[src/rtl/arith_pkg.sv]
// Shared arithmetic definitions for the sequential multiplier.
// Operand/product widths, last iteration index and FSM state encoding.
package arith_pkg;

    localparam int OP_W   = 32;
    localparam int PROD_W = 64;

    localparam logic [5:0] ITER_LAST = 6'd31;

    typedef enum logic [1:0] {
        IDLE = 2'd0,
        RUN  = 2'd1,
        DONE = 2'd2
    } state_t;

endpackage

[src/rtl/RCA_64bit.sv]
// 64-bit ripple-carry adder, purely combinational.
// Ports: a, b (64) addends; c_in carry in; sum (64); c_out carry out.
module RCA_64bit (
    input  logic [63:0] a,
    input  logic [63:0] b,
    input  logic        c_in,
    output logic [63:0] sum,
    output logic        c_out
);

    logic [64:0] w_c;

    assign w_c[0] = c_in;

    genvar gi;
    generate
        for (gi = 0; gi < 64; gi++) begin : g_fa
            assign sum[gi]    = a[gi] ^ b[gi] ^ w_c[gi];
            assign w_c[gi+1]  = (a[gi] & b[gi])
                              | (w_c[gi] & (a[gi] ^ b[gi]));
        end
    endgenerate

    assign c_out = w_c[64];

endmodule

[src/rtl/seq_mult_32x32.sv]
// Unsigned 32x32->64 shift-and-add multiplier, one add per clock.
// Ports: clk, rst (sync, active-high), start, a, b in; busy, done, product out.
module seq_mult_32x32
    import arith_pkg::*;
(
    input  logic              clk,
    input  logic              rst,
    input  logic              start,
    input  logic [OP_W-1:0]   a,
    input  logic [OP_W-1:0]   b,
    output logic              busy,
    output logic              done,
    output logic [PROD_W-1:0] product
);

    state_t              r_state;
    logic [PROD_W-1:0]   r_mcand;
    logic [OP_W-1:0]     r_mplier;
    logic [PROD_W-1:0]   r_acc;
    logic [5:0]          r_cnt;
    logic [PROD_W-1:0]   r_product;

    logic [PROD_W-1:0]   w_addend;
    logic [PROD_W-1:0]   w_sum;
    // Carry out can never be set: the final product fits in 64 bits.
    logic                w_unused_cout;

    assign w_addend = r_mplier[0] ? r_mcand : '0;

    RCA_64bit u_rca (
        .a     (r_acc),
        .b     (w_addend),
        .c_in  (1'b0),
        .sum   (w_sum),
        .c_out (w_unused_cout)
    );

    always_ff @(posedge clk) begin
        if (rst) begin
            r_state   <= IDLE;
            r_mcand   <= '0;
            r_mplier  <= '0;
            r_acc     <= '0;
            r_cnt     <= '0;
            r_product <= '0;
        end else begin
            unique case (r_state)
                IDLE, DONE: begin
                    if (start) begin
                        r_state  <= RUN;
                        r_mcand  <= {{(PROD_W-OP_W){1'b0}}, a};
                        r_mplier <= b;
                        r_acc    <= '0;
                        r_cnt    <= '0;
                    end else begin
                        r_state  <= IDLE;
                    end
                end
                RUN: begin
                    r_acc    <= w_sum;
                    r_mcand  <= r_mcand << 1;
                    r_mplier <= r_mplier >> 1;
                    r_cnt    <= r_cnt + 6'd1;
                    // Product register is loaded only on the way into DONE.
                    if (r_cnt == ITER_LAST) begin
                        r_state   <= DONE;
                        r_product <= w_sum;
                    end
                end
                default: r_state <= IDLE;
            endcase
        end
    end

    assign busy    = (r_state == RUN);
    assign done    = (r_state == DONE);
    assign product = r_product;

endmodule
[config.mk]
export PLATFORM = sky130hd
export DESIGN_NAME = seq_mult_32x32
export DESIGN_NICKNAME = d
export VERILOG_FILES = /design/src/rtl/arith_pkg.sv /design/src/rtl/RCA_64bit.sv /design/src/rtl/seq_mult_32x32.sv
export SDC_FILE = /design/constraint.sdc
export NUM_CORES = 1
export LEC_CHECK = 0
export CAP_MARGIN = 15
export CORE_UTILIZATION = 50
export CTS_CLUSTER_DIAMETER = 30
export DETAILED_ROUTE_END_ITERATION = 7
export GPL_ROUTABILITY_DRIVEN = 0
export PLACE_DENSITY = 0.76
export SYNTH_ARGS = -nofsm -noshare
export SYNTH_HDL_FRONTEND = slang
export SYNTH_SLANG_ARGS = --single-unit
[constraint.sdc]
create_clock -name clk -period 24 [get_ports clk]
set_input_delay 4.8 -clock clk [delete_from_list [all_inputs] [get_ports clk]]
set_output_delay 4.8 -clock clk [all_outputs]
set_load 0.02 [all_outputs]
# --- After elaboration in Yosys (flattened, before gate mapping) ---
# Index checks and enable logic that the tools add are counted.
totals:
  output_inout_bits: 66
  reg_bits: 232
  inputBits: 67
  word_cells: 343
classes:
  eq_ne: 5
  mux: 12
  n_bitwise: 314
  n_addsub: 1
  reduce_logical: 5
op_table:
  columns: ["op", "count"]
  rows:
  - ["64-bit case mux with 2 select lines", 2]
  - ["64-bit two-way mux", 3]
  - ["1-bit bitwise XOR", 127]
  - ["1-bit AND", 125]
  - ["32-bit case mux with 2 select lines", 1]
  - ["1-bit bitwise OR", 62]
  - ["32-bit two-way mux", 1]
  - ["6-bit case mux with 2 select lines", 1]
  - ["6-bit by 1-bit adder with 6-bit output, second input constant", 1]
  - ["6-bit by 5-bit equality test with 1-bit output, second input constant", 1]
  - ["6-bit two-way mux", 1]
  - ["2-bit case mux with 2 select lines", 1]
  - ["2-bit AND reduction", 2]
  - ["2-bit by 1-bit equality test with 1-bit output, second input constant", 1]
  - ["2-bit equality test, second input constant", 1]
  - ["2-bit zero test", 1]
  - ["2-bit two-way mux", 1]
  - ["2-bit by 1-bit inequality test with 1-bit output, second input constant", 1]
  - ["2-bit inequality test, second input constant", 1]
  - ["2-bit nonzero test", 1]
  - ["2-bit OR reduction", 1]
  - ["1-bit two-way mux", 1]

# --- Longest topological paths before layout ---
logic_depth:
  word_depth: 128
  mapped_depth: 70

# --- Hierarchy ---
# A second synthesis with hierarchy kept.
unflattened:
  cells_unflattened: 1186
  hier_area_um2: 11039.3
modules_own_cells:
  columns: ["module", "cells_each", "seq_area_each_um2", "instances", "area_each_um2"]
  rows:
  - ["seq_mult_32x32", 1112, 4644.5, 1, 9720.6]
  - ["RCA_64bit", 74, 0.0, 1, 1318.8]

# --- Least setup slack after synthesis ---
# OpenSTA, ideal clock, no wires.
synth_path:
  path_kind: "register to register"
  start: "register r_mplier[0]"
  end: "register r_acc[62]"
  t_arrival_ps: 26401
  required_time_ps: 23872
  path_buffers: 2
  stages_incl_launch_ff: 69
  path_slack_ps: -2528
  path_cell_list: "dfxtp_1 -> clkbuf_1 -> clkbuf_1 -> nand2_1 -> fa_1 -> fa_1 -> fa_1 -> fa_1 -> fa_1 -> fa_1 -> fa_1 -> fa_1 -> fa_1 -> fa_1 -> fa_1 -> fa_1 -> fa_1 -> fa_1 -> [33 not listed] -> fa_1 -> fa_1 -> fa_1 -> fa_1 -> fa_1 -> fa_1 -> fa_1 -> fa_1 -> fa_1 -> fa_1 -> fa_1 -> fa_1 -> fa_1 -> inv_1 -> fa_1 -> fa_1 -> a22oi_1 -> nor2_1"
synth_via:
  elab_chain_cells: 126
  word_cells_on_any_way: 249
  cone_classes: "mux (2); bitwise (247)"
synth_rtl:
  columns: ["element", "line_no", "text"]
  rows:
  - ["start: declaration", "seq_mult_32x32.sv:18", "logic [OP_W-1:0] r_mplier;"]
  - ["start signal: assignment", "seq_mult_32x32.sv:62", "r_mplier <= r_mplier >> 1;"]
  - ["64-bit two-way mux (*)", "seq_mult_32x32.sv:28", "assign w_addend = r_mplier[0] ? r_mcand : '0;"]
  - ["1-bit AND / 1-bit bitwise XOR (equally long branches)", "RCA_64bit.sv:19, RCA_64bit.sv:20", null]
  - ["1-bit AND", "RCA_64bit.sv:20", "| (w_c[gi] & (a[gi] ^ b[gi]));"]
  - ["1-bit bitwise OR", "RCA_64bit.sv:20", null]
  - ["1-bit AND", "RCA_64bit.sv:20", null]
  - ["1-bit bitwise OR", "RCA_64bit.sv:20", null]
  - ["1-bit AND", "RCA_64bit.sv:20", null]
  - ["1-bit bitwise OR", "RCA_64bit.sv:20", null]
  - ["[111 not listed]", null, null]
  - ["1-bit bitwise OR", "RCA_64bit.sv:20", null]
  - ["1-bit AND", "RCA_64bit.sv:20", null]
  - ["1-bit bitwise OR", "RCA_64bit.sv:20", null]
  - ["1-bit AND", "RCA_64bit.sv:20", null]
  - ["1-bit bitwise OR", "RCA_64bit.sv:20", null]
  - ["1-bit bitwise XOR (*)", "RCA_64bit.sv:18", "assign sum[gi] = a[gi] ^ b[gi] ^ w_c[gi];"]
  - ["via u_rca.sum[62]", "RCA_64bit.sv:7", "output logic [63:0] sum,"]
  - ["64-bit case mux with 2 select lines (*)", "seq_mult_32x32.sv:47", "unique case (r_state)"]
  - ["end signal: assignment", "seq_mult_32x32.sv:60", "r_acc <= w_sum;"]
  - ["end: declaration", "seq_mult_32x32.sv:19", "logic [PROD_W-1:0] r_acc;"]
# Mark *: on every way through the listed nets, which the timed path passes. The rest lies on a longest branch.
# A chain may end at the register's enable or synchronous reset.

# --- Final worst setup path ---
layout_path:
  start: "register r_mplier[0]"
  end: "register r_product[62], in the netlist product[62]"
layout_via:
  elab_chain_cells: 125
  word_cells_on_any_way: 248
  cone_classes: "mux (1); bitwise (247)"
layout_rtl:
  columns: ["element", "line_no", "text"]
  rows:
  - ["64-bit two-way mux (*)", "seq_mult_32x32.sv:28", null]
  - ["1-bit AND / 1-bit bitwise XOR (equally long branches)", "RCA_64bit.sv:19, RCA_64bit.sv:20", null]
  - ["1-bit AND", "RCA_64bit.sv:20", null]
  - ["1-bit bitwise OR", "RCA_64bit.sv:20", null]
  - ["1-bit AND", "RCA_64bit.sv:20", null]
  - ["1-bit bitwise OR", "RCA_64bit.sv:20", null]
  - ["1-bit AND", "RCA_64bit.sv:20", null]
  - ["1-bit bitwise OR", "RCA_64bit.sv:20", null]
  - ["[110 not listed]", null, null]
  - ["1-bit AND", "RCA_64bit.sv:20", null]
  - ["1-bit bitwise OR", "RCA_64bit.sv:20", null]
  - ["1-bit AND", "RCA_64bit.sv:20", null]
  - ["1-bit bitwise OR", "RCA_64bit.sv:20", null]
  - ["1-bit AND", "RCA_64bit.sv:20", null]
  - ["1-bit bitwise OR", "RCA_64bit.sv:20", null]
  - ["1-bit bitwise XOR (*)", "RCA_64bit.sv:18", null]
  - ["via u_rca.sum[62]", "RCA_64bit.sv:7", null]
  - ["end signal: assignment", "seq_mult_32x32.sv:67", "r_product <= w_sum;"]
  - ["end: declaration", "seq_mult_32x32.sv:21", "logic [PROD_W-1:0] r_product;"]
# Marks and branches as above.

==> summary.md <==
| Metric | Value |
|---|---|
| DP Cell Count | 1442 |
| Max Transition Viols Final | 0 |
| CP required | 24.37 ns |
| Clock net sink count | 232 |
| Worst-Skew Late Latency | 0.52 ns |
| Met1 Track Usage GR | 28.3% |
| Non-Filler Cell Area, Final | 13200 um2 |
| Max Root-Sink Buffers | 3 |
| Grt peak-use layer | met2 |
| Clk slew on worst S/H paths | 0.05 ns |
| Total vias in the final route | 8025 |
| Worst Setup Path Type | reg -> reg |
| Setup crit start | r_mplier[0] |
| First-pass DRT Iterations | 5 |
| Largest cells by area after synthesis | dfxtp_1 (46%), fa_1 (12%), nor2_1 (8.4%) |
| Pleak | 4.18 nW |
| Overall power | 1.11 mW |
| Max Fanout on Critical Path | 2 |
| Switching pwr | 0.251 mW |
| Post-Synthesis Cells | 1123 |
| Vias per Instance | 5.25 |
| # Max-Cap Violations | 0 |
| Unrepaired setup endpoints after global routing | yes |
| Yosys top cell area share | 46.3% |
| Slew HR | 26.9% |
| Storage cell area | 4650 um2 |
| Final Hold Viols | 0 |
| Post-synth net total | 1254 |
| Global route total overflow | 0 |
| Synth async-reset ratio | 0% |
| Most frequent cell after synthesis | dfxtp_1 |
| Port Buf Inserts | 132 |
| Slowest stage cell on the critical path | fa_2 |
| Site row count | 51 |
| M2 GR Usage | 35.6% |
| Ant diodes | 0 |
| DRC Markers | 0 |
| Largest net degree at the start of global routing | 148 |
| Sequential cell fraction of total power | 36.0% |
| Yosys reg bits | 232 |
| Share of layout cells above drive strength 1 | 14.7% |
| Cell variety after synth | 34 |
| Synth top cells by count | dfxtp_1 (232), nor2_1 (224), nand2_1 (131) |
| Status | finished clean |
| Post-Synthesis Cell Area | 10000 um2 |
| Finished Layout Cells | 1529 |
| Synth Warn # | 0 |
| Util after Layout | 67.2% |
| Gr usage total | 21.9% |
| Hold slack | 0.451 ns |
| Comb power frac | 5.3% |
| Clock power share | 58.7% |
| Fin nets | 1358 |
| DIE AREA | 20600 um2 |
| Final worst path period need | 23.86 ns |
| Worst vdd ir | 64.3 uV |
| GR Util met3 | 5.53% |
| Core area | 19600 um2 |
| Setup slack, reg-to-reg | 0.14 ns |
| Synth area leader | dfxtp_1 |
| Power Dens Cells | 84.4 nW/um2 |
| Synth Flop Type | dfxtp_1 |
| Sw frac | 22.5% |
| Crit path DAT | 24.23 ns |
| Reg2Reg Depth | 69 |
| Tcrit/Tclk final | 99.4% |
| Synth Area per Inst | 8.94 um2 |
| Cts hold-fix bufs | 0 |
| EDFF count, synth | 0 |
| Total CTS buffers | 46 |
| TritonCTS clock tree | built |
| Endpoint class of the critical path | register |
| Slack of the critical path | 0.141 ns |
| R2R Path End | product[62] |
| CTS root buf | clkbuf_16 |
| Critical path capture point | product[62] |
| Vias in the first global route | 7737 |
| DRT iter0 DRCs | 488 |
| Routed WL | 21800 um |
| Internal | 0.861 mW |
| Worst r2r src | r_mplier[0] |
| Area grow syn2layout | 31.2% |
| Place WS | -0.547 ns |
| Placed Area | 11500 um2 |
| Post-DRT Antenna Nets | 0 |
| Max incr delay on CP | 0.45 ns |
| Worst slew pin tran | 1.10 ns |
| Endpoints failing setup | 0 |
| Layout fillers | 1595 |
| Multi-input gate area | 4910 um2 |
| Io pins | 133 |
| Top cell by count, worst path | fa_2 |
| Initial antenna violation count | 0 |
| Post-DP HPWL | 12700 um |
| Initial Util | 51.2% |
| Clk_skew | 0.0112 ns |
| Max Fclk | 41.9 MHz |
| DIE WIDTH | 144 um |
| Register area share after synthesis | 46.3% |
| Hold crit path type | reg -> reg |
| Avg WL per Cell | 14.3 um |
| H-tree levels | 2 |
| Die Y | 144 um |
| Setup TNS | 0 ns |
| First-pass GRT wire length | 36500 um |
| Worst Hold Depth | 2 |
| Worst setup SP type | register |
## cell type report
cell class / instances / share of cell area [%]
clock inverter: 32 / 2.90
clock buffer: 53 / 9.41
timing repair buffer: 146 / 10.8
tap: 265 / 2.52
inverter: 63 / 1.81
multi-input combinational: 738 / 37.3
sequential: 232 / 35.3
## timing repair
| item | in CTS | in global routing |
|---|---|---|
| gates cloned | 0 | 0 |
| resized for setup | 17 | 10 |
| setup endpoints to repair | 7 | 7 |
| pin swaps | 1 | 6 |
| buffers inserted | 0 | 2 |
| hold endpoints to repair | 0 | 0 |
## per-layer routing
metal  wire length (um)  vias up
met3               1310       39
met2              10300      210
met4                461        0
li1                   -     3964
met1               9680     3812
met5                  0        -
## flip-flops by register name, indices dropped and copies added, names as in the netlist
register  cells
r_mcand      64
r_state       2
r_acc        64
r_cnt         6
r_mplier     32
product      64
## power groups by stage
stage	Combinational, mW	Clock, mW	Sequential, mW
floorplan	0.0391	0	0.406
global placement	0.0574	0	0.407
detailed placement	0.0580	0	0.407
CTS	0.0585	0.663	0.400
global route	0.0650	0.685	0.401
finish	0.0587	0.653	0.400
## worst min path at each step
| stage | startpoint | end | slack, ns |
|---|---|---|---|
| after floorplan | r_mplier[10] | r_mplier[10] | 0.44 |
| after global placement | r_mplier[1] | r_mplier[1] | 0.44 |
| after detailed placement | r_mplier[1] | r_mplier[1] | 0.45 |
| after CTS | r_mplier[1] | r_mplier[1] | 0.45 |
| after global routing | r_mplier[28] | r_mplier[28] | 0.47 |
| final | r_mplier[1] | r_mplier[1] | 0.45 |
## critical path, delay by kind of cell (launching register included)
kind,cells,cell delay [ns]
AND/OR/NAND/NOR,2,0.19
AO/OA/AOI/OAI,1,0.05
adder cells (fa/ha/maj),63,22.85
flip-flops,1,0.32
buffers and inverters,3,0.25
## placed cells by master (no fill, tap or decap), types with 2 or more instances in the layout
master and count:
dfxtp_1 230, nor2_1 223, clkdlybuf4s50_1 131, nand2_1 129, a21oi_1 128, a22oi_1 98
fa_2 62, inv_1 60, a211oi_1 54, clkbuf_16 47, buf_4 14, clkinvlp_4 11
clkinv_2 10, bufinv_16 7, a211oi_2 6, clkbuf_8 4, o21ai_0 3, or3_1 3
a21oi_2 3, clkinv_4 3, and2_1 2, inv_2 2, a31oi_1 2, nand3_1 2
nand2_2 2, a22oi_2 2, inv_6 2, clkbuf_1 2, dfxtp_2 2
## cells by family after synthesis
logic type / count (synthesis) / share of synthesized area, %
buffers and inverters: 153 / 6.93
and+or+nand+nor: 373 / 14.6
xor gates and xnor gates: 2 / 0.175
DFF: 232 / 46.3
AOI/OAI and AO/OA: 299 / 19.4
adders and majority gates: 64 / 12.6
(Power assumes the default switching activity.)
